### config.mk
export PLATFORM = sky130hd
export DESIGN_NAME = clk_div_bank
export DESIGN_NICKNAME = d
export VERILOG_FILES = /design/src/rtl/clk_div_bank.sv
export SDC_FILE = /design/constraint.sdc
export NUM_CORES = 1
export LEC_CHECK = 0
export ABC_AREA = 1
export ABC_CLOCK_PERIOD_IN_PS = 2100
export CAP_MARGIN = 15
export CORE_MARGIN = 2
export CORE_UTILIZATION = 62
export CTS_CLUSTER_DIAMETER = 40
export DETAILED_ROUTE_END_ITERATION = 10
export PLACE_DENSITY = 0.9
export SYNTH_ARGS = -nofsm -noshare
export SYNTH_HDL_FRONTEND = slang
export SYNTH_SLANG_ARGS = --single-unit
### constraint.sdc
create_clock -name sysclk -period 2.1 [get_ports sysclk]
set_input_delay 0.42 -clock sysclk [delete_from_list [all_inputs] [get_ports sysclk]]
set_output_delay 0.42 -clock sysclk [all_outputs]
set_load 0.005 [all_outputs]
### src/rtl/clk_div_bank.sv
// rtl/clk_div_bank.sv - multi-channel glitch-free programmable clock divider
// Optional phase-align input sync_req is built when CLKDIV_PHASE_SYNC_EN is defined.
module clk_div_bank #(
  parameter  int NCH = 4,
  parameter  int CW  = 8,
  localparam int CHW = (NCH > 1) ? $clog2(NCH) : 1
) (
  input  logic           sysclk,
  input  logic           rst,
  input  logic [NCH-1:0] enable,
`ifdef CLKDIV_PHASE_SYNC_EN
  input  logic           sync_req,
`endif
  input  logic           cfg_valid,
  output logic           cfg_ready,
  input  logic [CHW-1:0] cfg_ch,
  input  logic [CW-1:0]  cfg_div,
  input  logic           cfg_mode,
  output logic [NCH-1:0] out_clk,
  output logic [NCH-1:0] tick,
  output logic [NCH-1:0] busy
);

  localparam logic [1:0] ST_IDLE = 2'd0;
  localparam logic [1:0] ST_RUN  = 2'd1;
  localparam logic [1:0] ST_STOP = 2'd2;

  logic [NCH-1:0]        pending;
  logic [(1<<CHW)-1:0]   pend_ext;
  logic                  sync;

  // Out-of-range channel indices (NCH not a power of two) read as never pending.
  always_comb begin
    pend_ext = '0;
    pend_ext[NCH-1:0] = pending;
  end

  assign cfg_ready = ~pend_ext[cfg_ch];

`ifdef CLKDIV_PHASE_SYNC_EN
  assign sync = sync_req;
`else
  assign sync = 1'b0;
`endif

  for (genvar i = 0; i < NCH; i++) begin : g_ch
    logic [1:0]    state;
    logic [CW-1:0] cnt;
    logic [CW-1:0] act_div;
    logic [CW-1:0] sh_div;
    logic          act_mode;
    logic          sh_mode;
    logic          oc;
    logic          tk;
    logic          pd;
    logic          wr;
    logic          term;

    assign wr         = cfg_valid && cfg_ready && (cfg_ch == CHW'(i));
    assign term       = (cnt == act_div);
    assign out_clk[i] = oc;
    assign tick[i]    = tk;
    assign pending[i] = pd;
    assign busy[i]    = (state != ST_IDLE);

    always_ff @(posedge sysclk or negedge rst) begin
      if (!rst) begin
        state    <= ST_IDLE;
        cnt      <= '0;
        act_div  <= '0;
        sh_div   <= '0;
        act_mode <= 1'b0;
        sh_mode  <= 1'b0;
        oc       <= 1'b0;
        tk       <= 1'b0;
        pd       <= 1'b0;
      end else begin
        tk <= 1'b0;
        if (sync && (state != ST_IDLE)) begin
          // Phase align: restart from zero with no tick, even on a terminal cycle.
          cnt   <= '0;
          oc    <= 1'b0;
          state <= (state == ST_RUN && enable[i]) ? ST_RUN : ST_IDLE;
          if (pd) begin
            act_div  <= sh_div;
            act_mode <= sh_mode;
            pd       <= 1'b0;
          end
        end else begin
          case (state)
            ST_IDLE: begin
              cnt <= '0;
              oc  <= 1'b0;
              if (enable[i]) begin
                state <= ST_RUN;
                if (pd) begin
                  act_div  <= sh_div;
                  act_mode <= sh_mode;
                  pd       <= 1'b0;
                end
              end
            end
            ST_RUN, ST_STOP: begin
              if (state == ST_RUN && !enable[i] && !oc) begin
                state <= ST_IDLE;
                cnt   <= '0;
              end else begin
                if (term) begin
                  cnt <= '0;
                  tk  <= 1'b1;
                  if (pd) begin
                    act_div  <= sh_div;
                    act_mode <= sh_mode;
                    pd       <= 1'b0;
                  end
                  if (state == ST_STOP && !enable[i]) begin
                    oc    <= 1'b0;
                    state <= ST_IDLE;
                  end else begin
                    oc <= act_mode | ~oc;
                  end
                end else begin
                  cnt <= cnt + 1'b1;
                  if (act_mode) oc <= 1'b0;
                end
                // A high output must finish its period before the channel idles.
                if (state == ST_RUN && !enable[i]) state <= ST_STOP;
                if (state == ST_STOP && enable[i]) state <= ST_RUN;
              end
            end
            default: state <= ST_IDLE;
          endcase
        end
        if (wr) begin
          if (state == ST_IDLE) begin
            act_div  <= cfg_div;
            act_mode <= cfg_mode;
          end else begin
            sh_div  <= cfg_div;
            sh_mode <= cfg_mode;
            pd      <= 1'b1;
          end
        end
      end
    end
  end

endmodule

* Yosys cells after proc, flatten, opt, wreduce, memory -nomap -nowiden *
Index checks and enable logic that the tools add are counted.

operators by class
  divide/modulo/power cells = 0
  reduce and logical (&&, ||, !) cells = 58
  mux-type cells = 154
  $mul = 0
  shift-type cells = 0
  equality and inequality tests = 35
  bitwise gates (word level) = 13
  add/subtract/negate cells = 4
  magnitude comparators = 1

operators by type and width
  operator                                            count
  2-to-1 mux 8 bit                                    32
  case mux 8 bit (2 select lines)                     8
  2-to-1 mux 1 bit                                    73
  2-to-1 mux 2 bit                                    24
  != test 5 bit, second input constant                8
  adder 8 x 1 -> 8 bit, second input constant         4
  == test 8 bit                                       4
  case mux 1 bit (2 select lines)                     12
  AND reduction 3 bit                                 8
  logical AND 1 bit                                   21
  != test 2 bit, second input constant                8
  case mux 2 bit (2 select lines)                     4
  nonzero test 2 bit                                  8
  == test 2 bit, second input constant                6
  != test 3 bit, second input constant                4
  == test 2 x 1 -> 1 bit, second input constant       5
  zero test 2 bit                                     5
  inverter 1 bit                                      9
  zero test 1 bit                                     8
  AND reduction 2 bit                                 4
  OR reduction 2 bit                                  4
  bitwise OR 1 bit                                    4
  < comparator 2 x 3 -> 1 bit, second input constant  1
  binary-select mux 1 bit (select 2 bit)              1

storage, ports and cells
  bits in read-only memories = 0
  output and inout port bits = 13
  logic and storage cells = 301
  memories = 0
  memory bits (writable) = 0
  latch bits = 0
  flip-flop bits (word level) = 124
  input bits = 18

* Longest topological paths before layout *
  depth in word-level cells = 8
  gate-level depth with buffers = 13
  gate-level depth less buffers = 12

* Least setup slack after synthesis *
OpenSTA, ideal clock, no wires.

  kind = reg2reg
  start = reg g_ch[0].state[0]
  end = reg g_ch[0].act_div[0]
  cell stages (with the launch flop) = 10
  library setup time = 0.117 ns
  arrival time = 1.505 ns
  path slack = 0.479 ns
  buffers on the path = 2
  clock period less this slack = 1.621 ns
  required time = 1.983 ns
  cell sequence = dfrtp_1 -> inv_1 -> ha_1 -> clkbuf_1 -> inv_1 -> nor2_4 -> buf_6 -> a21oi_1 -> nand2_1 -> nand2_1

on the way
  cells in the longest elaborated chain, start to end = 7
  elaborated cells on any way between the ends = 10
  classes of those cells = eq/ne (2); mux (4); reduce/logical (4)

ends and longest elaborated chain
  item                             line     source
  start: declaration               47       logic [1:0] state;
  start signal: assignment         83       state <= (state == ST_RUN && enable[i]) ? ST_RUN : ST_IDLE;
  == test 2 x 1 -> 1 bit           90, 104
  logical AND 1 bit (2 in series)  104      if (state == ST_RUN && !enable[i] && !oc) begin
  2-to-1 mux 8 bit                 104
  case mux 8 bit (2 select lines)  90       case (state)
  2-to-1 mux 8 bit                 135      if (state == ST_IDLE) begin
  2-to-1 mux 8 bit (*)             134      if (wr) begin
  end signal: assignment           97       act_div <= sh_div;
  end signal: assignment           112      act_div <= sh_div;
  end signal: assignment           136      act_div <= cfg_div;
  end: declaration                 49       logic [CW-1:0] act_div;

Mark *: on every way between the ends. The rest lies on a longest branch, timed or not.
A chain may end at the register's enable or synchronous reset.

* Worst setup path in the final report *
  start = reg g_ch[1].state[0]
  end = out busy[1]

on the way
  cells in the longest elaborated chain, start to end = 1

ends and longest elaborated chain
  item                      line  source
  start: declaration        47
  start signal: assignment  83
  nonzero test 2 bit        -
  end: declaration          21    output logic [NCH-1:0] busy

No other way between the ends.

==> summary by stage <==
Status
The flow ran to the end, and the final reports show no timing, DRC or antenna violations.

STA
The final critical-path required period is approximately 2 ns. On the final layout, the worst clock skew is approximately 0.0061 ns. The number of slew-limit violations in the final report is 0.

The final worst hold slack is 0.4562 ns. The total count of hold-check failures in the final report is 0. The fmax is around 0.49 GHz. In the finished design, the share of the clock period the worst path needs comes to 0.9743.

Setup repair after global routing left no endpoint under its margin. At the pin with the least slew margin, the transition time is 0.4868 ns. The setup-violating endpoint count in the final report is 0.

Setup slack closes at roughly 0.054 ns. In this run the tightest slew margin relative to its limit is 0.6735.

Setup path
The worst path arrival time is approximately 1.6 ns. The category of the worst setup path launch point is a register. The worst setup path is of the reg -> out kind. Counting both buffers and inverters, the worst setup path holds a total of 3.

For flop-to-flop paths, the worst setup slack is 0.22 ns. The endpoint of the worst-slack reg-to-reg timing path is g_ch[1].act_div[5]$_DFF_PN0_. The slowest cell on the critical path is sky130_fd_sc_hd__clkdlybuf4s50_1. The most common cell type on the critical path is sky130_fd_sc_hd__inv_1. Along the worst path, the maximum fanout reaches 3. At the worst endpoint, the required time is 1.68 ns. The delay of the slowest cell on the worst path is approximately 0.49 ns. The cell class contributing the biggest share of worst-path delay is buffers and inverters. Traced cell by cell, the critical path runs through inv_1 > ha_4 > inv_1 > clkdlybuf4s50_1. For the worst flop-to-flop path, the logic depth is 11. The worst setup path is captured at an output port. The worst reg2reg path startpoint is g_ch[1].state[0]$_DFFE_PN0P_.

Detailed routing
The sum of routed wire segments on met1 is 8.564 mm. The highest metal layer carrying signal wires in the routed design is met4. The total iterations of the first detailed-routing run is 5. The wire length reported by the detailed router is between 20 and 25 mm. The antenna violation net count after detailed routing is 0. In the final routed layout, each cell accounts on average for roughly 15 µm. The met3 layer wire length in the routed design is 1.378 mm. The wire length on met2 is between 10 and 15 mm.

For this block, the initial DRC count from the detailed router was between 600 and 700. The detailed-route DRC error count is 0. The detail-routed via count per cell is 5.726. The total number of vias is 7718.

Global routing
The total congestion overflow is 0. The via count of the first global-routing pass is around 7300. The overall routing resource usage is 0.3046. The largest net degree at the start of global routing is 44. The number of antenna violations at the first check in global routing is 0. The wire length of the first global-routing pass is approximately 34 mm.

CTS
The clock root buffer is sky130_fd_sc_hd__clkbuf_16. Clock-pin slew was measured on the worst setup and hold paths at ~0.060 ns. The depth of the CTS H-tree is 4. The clock tree from TritonCTS is built. The clock reaches the later pin of the worst-skew pair after between 0.4 and 0.5 ns. The clock net in this run drives a total of between 100 and 150 sinks.

The longest clock path from root to sink contains 2 buffers. Counting the buffers created by CTS gives 17.

Flow run
The max capacitance violation total is 0.

Floorplan
The area of the die is about 14000 µm². For this design the top-level I/O count stands at 31. The floorplan has just over 40 rows. The die span in y is ~120 µm. The initial core utilization is 0.6340.

The standard cell core area is 12620 µm². The die width is about 120 µm.

Synthesis
Yosys printed 0 warnings. The cell area that synthesis handed to floorplanning was between 8000 and 9000 µm². Dividing the synthesized area by the synthesized cell count gives just over 7 µm². Counting flops and latches in the post-synthesis netlist gives 124. The number of library cell types mapped by synthesis is 38. In the synthesized netlist, the number of instances is roughly 1100.

The number of nets in the synthesized netlist is approximately 1100. The sequential-to-total area share from yosys stat is 0.3878.

Power and ir drop
In this run the power spent charging and discharging nets is a little under 5 mW. The proportion of power drawn by flip-flops and latches is 0.331. The total power density per cell area is approximately 1300 nW/µm².

The internal portion of the total power is 7.120 mW. Of the total power, the clock network draws 0.251. The leakage component of the power is ~4.4 nW. The fraction of power consumed by combinational cells is 0.418.

The net switching share of the total power is 0.4040. The overall power of the completed layout is roughly 12 mW. IR analysis of the VDD net gives a maximum drop of between 0.8 and 0.9 mV.

Placement
Buffers placed on the I/O ports in this run total 30. At the placement stage, the worst setup path has a slack of -0.3185 ns. The routability congestion estimate is about 0.9. The half-perimeter wire length of the detailed placement result is 13.53 mm. The count of placed standard cells including taps is roughly 1300.

Cells and area
The antenna diode instance count is 0. The layout net count is around 1200. The area growth from synthesis to final layout is 16.79%. Of the cells placed in the final design, the portion with a size suffix greater than 1 is 0.1165. The count of cells in the finished layout, fillers not included, comes to 1348.

Worst hold path
The path class of the lowest-slack min-delay path is in -> async.
cells by family after synthesis:
family          count (synthesis)  share of synthesized area
xor+xnor                       34                    0.03722
flops                         124                     0.3878
buf+inv                       171                    0.09195
simple gates                  468                     0.2485
fa+ha+maj                      24                    0.03753
compound gates                285                     0.1970
metrics by stage:
step                      setup TNS [ns]  instance area [µm²]    util
final                                  0                 9345  0.7405
after global placement            -2.809                 8643  0.6849
after CTS                              0                 9320  0.7385
after detailed placement          -8.790                 8643  0.6849
after global routing                   0                 9345  0.7405
after floorplan                        0                 8001       -
placed cells by master (no fill, tap or decap), types with 3 or more instances in the layout:
cell type and count:
sky130_fd_sc_hd__a211oi_1 3, sky130_fd_sc_hd__a21oi_1 97, sky130_fd_sc_hd__buf_12 4, sky130_fd_sc_hd__buf_4 52
sky130_fd_sc_hd__bufinv_16 3, sky130_fd_sc_hd__clkbuf_16 17, sky130_fd_sc_hd__clkdlybuf4s50_1 26, sky130_fd_sc_hd__clkinv_2 5
sky130_fd_sc_hd__clkinvlp_4 4, sky130_fd_sc_hd__dfrtp_1 124, sky130_fd_sc_hd__ha_1 20, sky130_fd_sc_hd__inv_1 113
sky130_fd_sc_hd__inv_2 9, sky130_fd_sc_hd__nand2_1 290, sky130_fd_sc_hd__nand2_4 4, sky130_fd_sc_hd__nand3_1 56
sky130_fd_sc_hd__nand4_1 13, sky130_fd_sc_hd__nor2_1 83, sky130_fd_sc_hd__nor2_2 3, sky130_fd_sc_hd__nor2_4 8
sky130_fd_sc_hd__nor3_1 6, sky130_fd_sc_hd__o211ai_1 5, sky130_fd_sc_hd__o21ai_0 123, sky130_fd_sc_hd__o21ai_1 7
sky130_fd_sc_hd__o21ai_2 16, sky130_fd_sc_hd__o22ai_1 24, sky130_fd_sc_hd__xnor2_1 22, sky130_fd_sc_hd__xor2_1 12
flip-flops by register name, summed over array words and instances (netlist names):
signal,cells
g_ch.sh_div,32
g_ch.sh_mode,4
g_ch.cnt,32
g_ch.state,8
g_ch.oc,4
g_ch.act_mode,4
g_ch.pd,4
g_ch.tk,4
g_ch.act_div,32
layer usage:
layer  GRT usage  vias up
met4      0.1295        0
li1            -     3736
met3     0.05620       53
met1      0.3928     3632
met5           0        -
met2      0.5051      297
power by group through the flow:
stage	registers [mW]	clock network [mW]	logic [mW]
final	3.95	3.00	5.00
after global routing	4.05	3.13	5.65
after CTS	3.92	3.02	4.88
after detailed placement	3.95	0	4.68
after global placement	3.93	0	4.47
after floorplan	3.75	0	3.55
repair_timing:
action                                  4_1_cts  5_1_grt
resized for setup                             6        7
endpoints found under the setup margin        5        4
pin swaps                                     0        0
buffers inserted                              8        0
hold buffers                                  1        0
endpoints found under the hold margin        19        0
synth_stat cells:
library cell | count | area, µm²
sky130_fd_sc_hd__o21ai_2 | 16 | 140.1
sky130_fd_sc_hd__clkinv_1 | 2 | 7.510
sky130_fd_sc_hd__a221oi_1 | 1 | 8.760
sky130_fd_sc_hd__ha_1 | 24 | 300.3
sky130_fd_sc_hd__nor4_1 | 1 | 6.260
sky130_fd_sc_hd__a211oi_1 | 3 | 22.52
sky130_fd_sc_hd__nor2_1 | 83 | 311.6
sky130_fd_sc_hd__buf_1 | 4 | 15.01
sky130_fd_sc_hd__xnor2_1 | 22 | 192.7
sky130_fd_sc_hd__nand2_2 | 1 | 6.260
sky130_fd_sc_hd__o211ai_1 | 5 | 37.54
sky130_fd_sc_hd__or2_2 | 2 | 12.51
sky130_fd_sc_hd__nand2_4 | 4 | 45.04
sky130_fd_sc_hd__clkbuf_1 | 22 | 82.58
sky130_fd_sc_hd__nor2_2 | 3 | 18.77
sky130_fd_sc_hd__inv_2 | 5 | 18.77
sky130_fd_sc_hd__dfrtp_1 | 124 | 3103
sky130_fd_sc_hd__nand3_4 | 1 | 17.52
sky130_fd_sc_hd__o22ai_1 | 24 | 150.1
sky130_fd_sc_hd__inv_1 | 116 | 435.4
sky130_fd_sc_hd__nand2_1 | 290 | 1089
sky130_fd_sc_hd__buf_6 | 7 | 78.83
sky130_fd_sc_hd__a31oi_1 | 2 | 12.51
sky130_fd_sc_hd__o21ai_1 | 7 | 35.03
sky130_fd_sc_hd__buf_2 | 6 | 30.03
sky130_fd_sc_hd__a22oi_1 | 1 | 7.510
sky130_fd_sc_hd__o21ai_0 | 123 | 615.6
sky130_fd_sc_hd__nor3_1 | 6 | 30.03
sky130_fd_sc_hd__xor2_1 | 12 | 105.1
sky130_fd_sc_hd__nor2_4 | 8 | 90.09
sky130_fd_sc_hd__o21bai_1 | 2 | 15.01
sky130_fd_sc_hd__a21oi_1 | 97 | 485.5
sky130_fd_sc_hd__nand4_1 | 13 | 81.33
sky130_fd_sc_hd__nand3_1 | 56 | 280.3
sky130_fd_sc_hd__o22ai_2 | 1 | 12.51
sky130_fd_sc_hd__buf_4 | 9 | 67.56
sky130_fd_sc_hd__a22o_1 | 2 | 17.52
sky130_fd_sc_hd__o21ai_4 | 1 | 16.27
how the worst max path moves through the flow:
| stage | startpoint | to | slack [ns] | depth (start not counted) |
|---|---|---|---|---|
| 4_1_cts | g_ch[0].state[0]$_DFFE_PN0P_ | busy[0] | 0.004 | 4 |
| 5_1_grt | g_ch[1].pd$_DFF_PN0_ | cfg_ready | 0.0005 | 6 |
| 3_3_place_gp | cfg_ch[0] | cfg_ready | -0.24 | 6 |
| 2_1_floorplan | g_ch[0].state[0]$_DFFE_PN0P_ | g_ch[0].act_div[0]$_DFF_PN0_ | 0.48 | 9 |
| 6_report | g_ch[1].state[0]$_DFFE_PN0P_ | busy[1] | 0.05 | 4 |
| 3_5_place_dp | cfg_ch[0] | cfg_ready | -0.32 | 6 |
layout make-up:
cell class	instances	area, µm²
clock buffers	20	456.7
clock inverters	12	145.1
fillers	940	3274
inverters	123	461.7
multi-input cells	811	4193
flip-flops and latches	124	3103
well taps	172	215.2
repair buffers	86	770.7
Note: power is estimated with default switching activity, not from simulation.
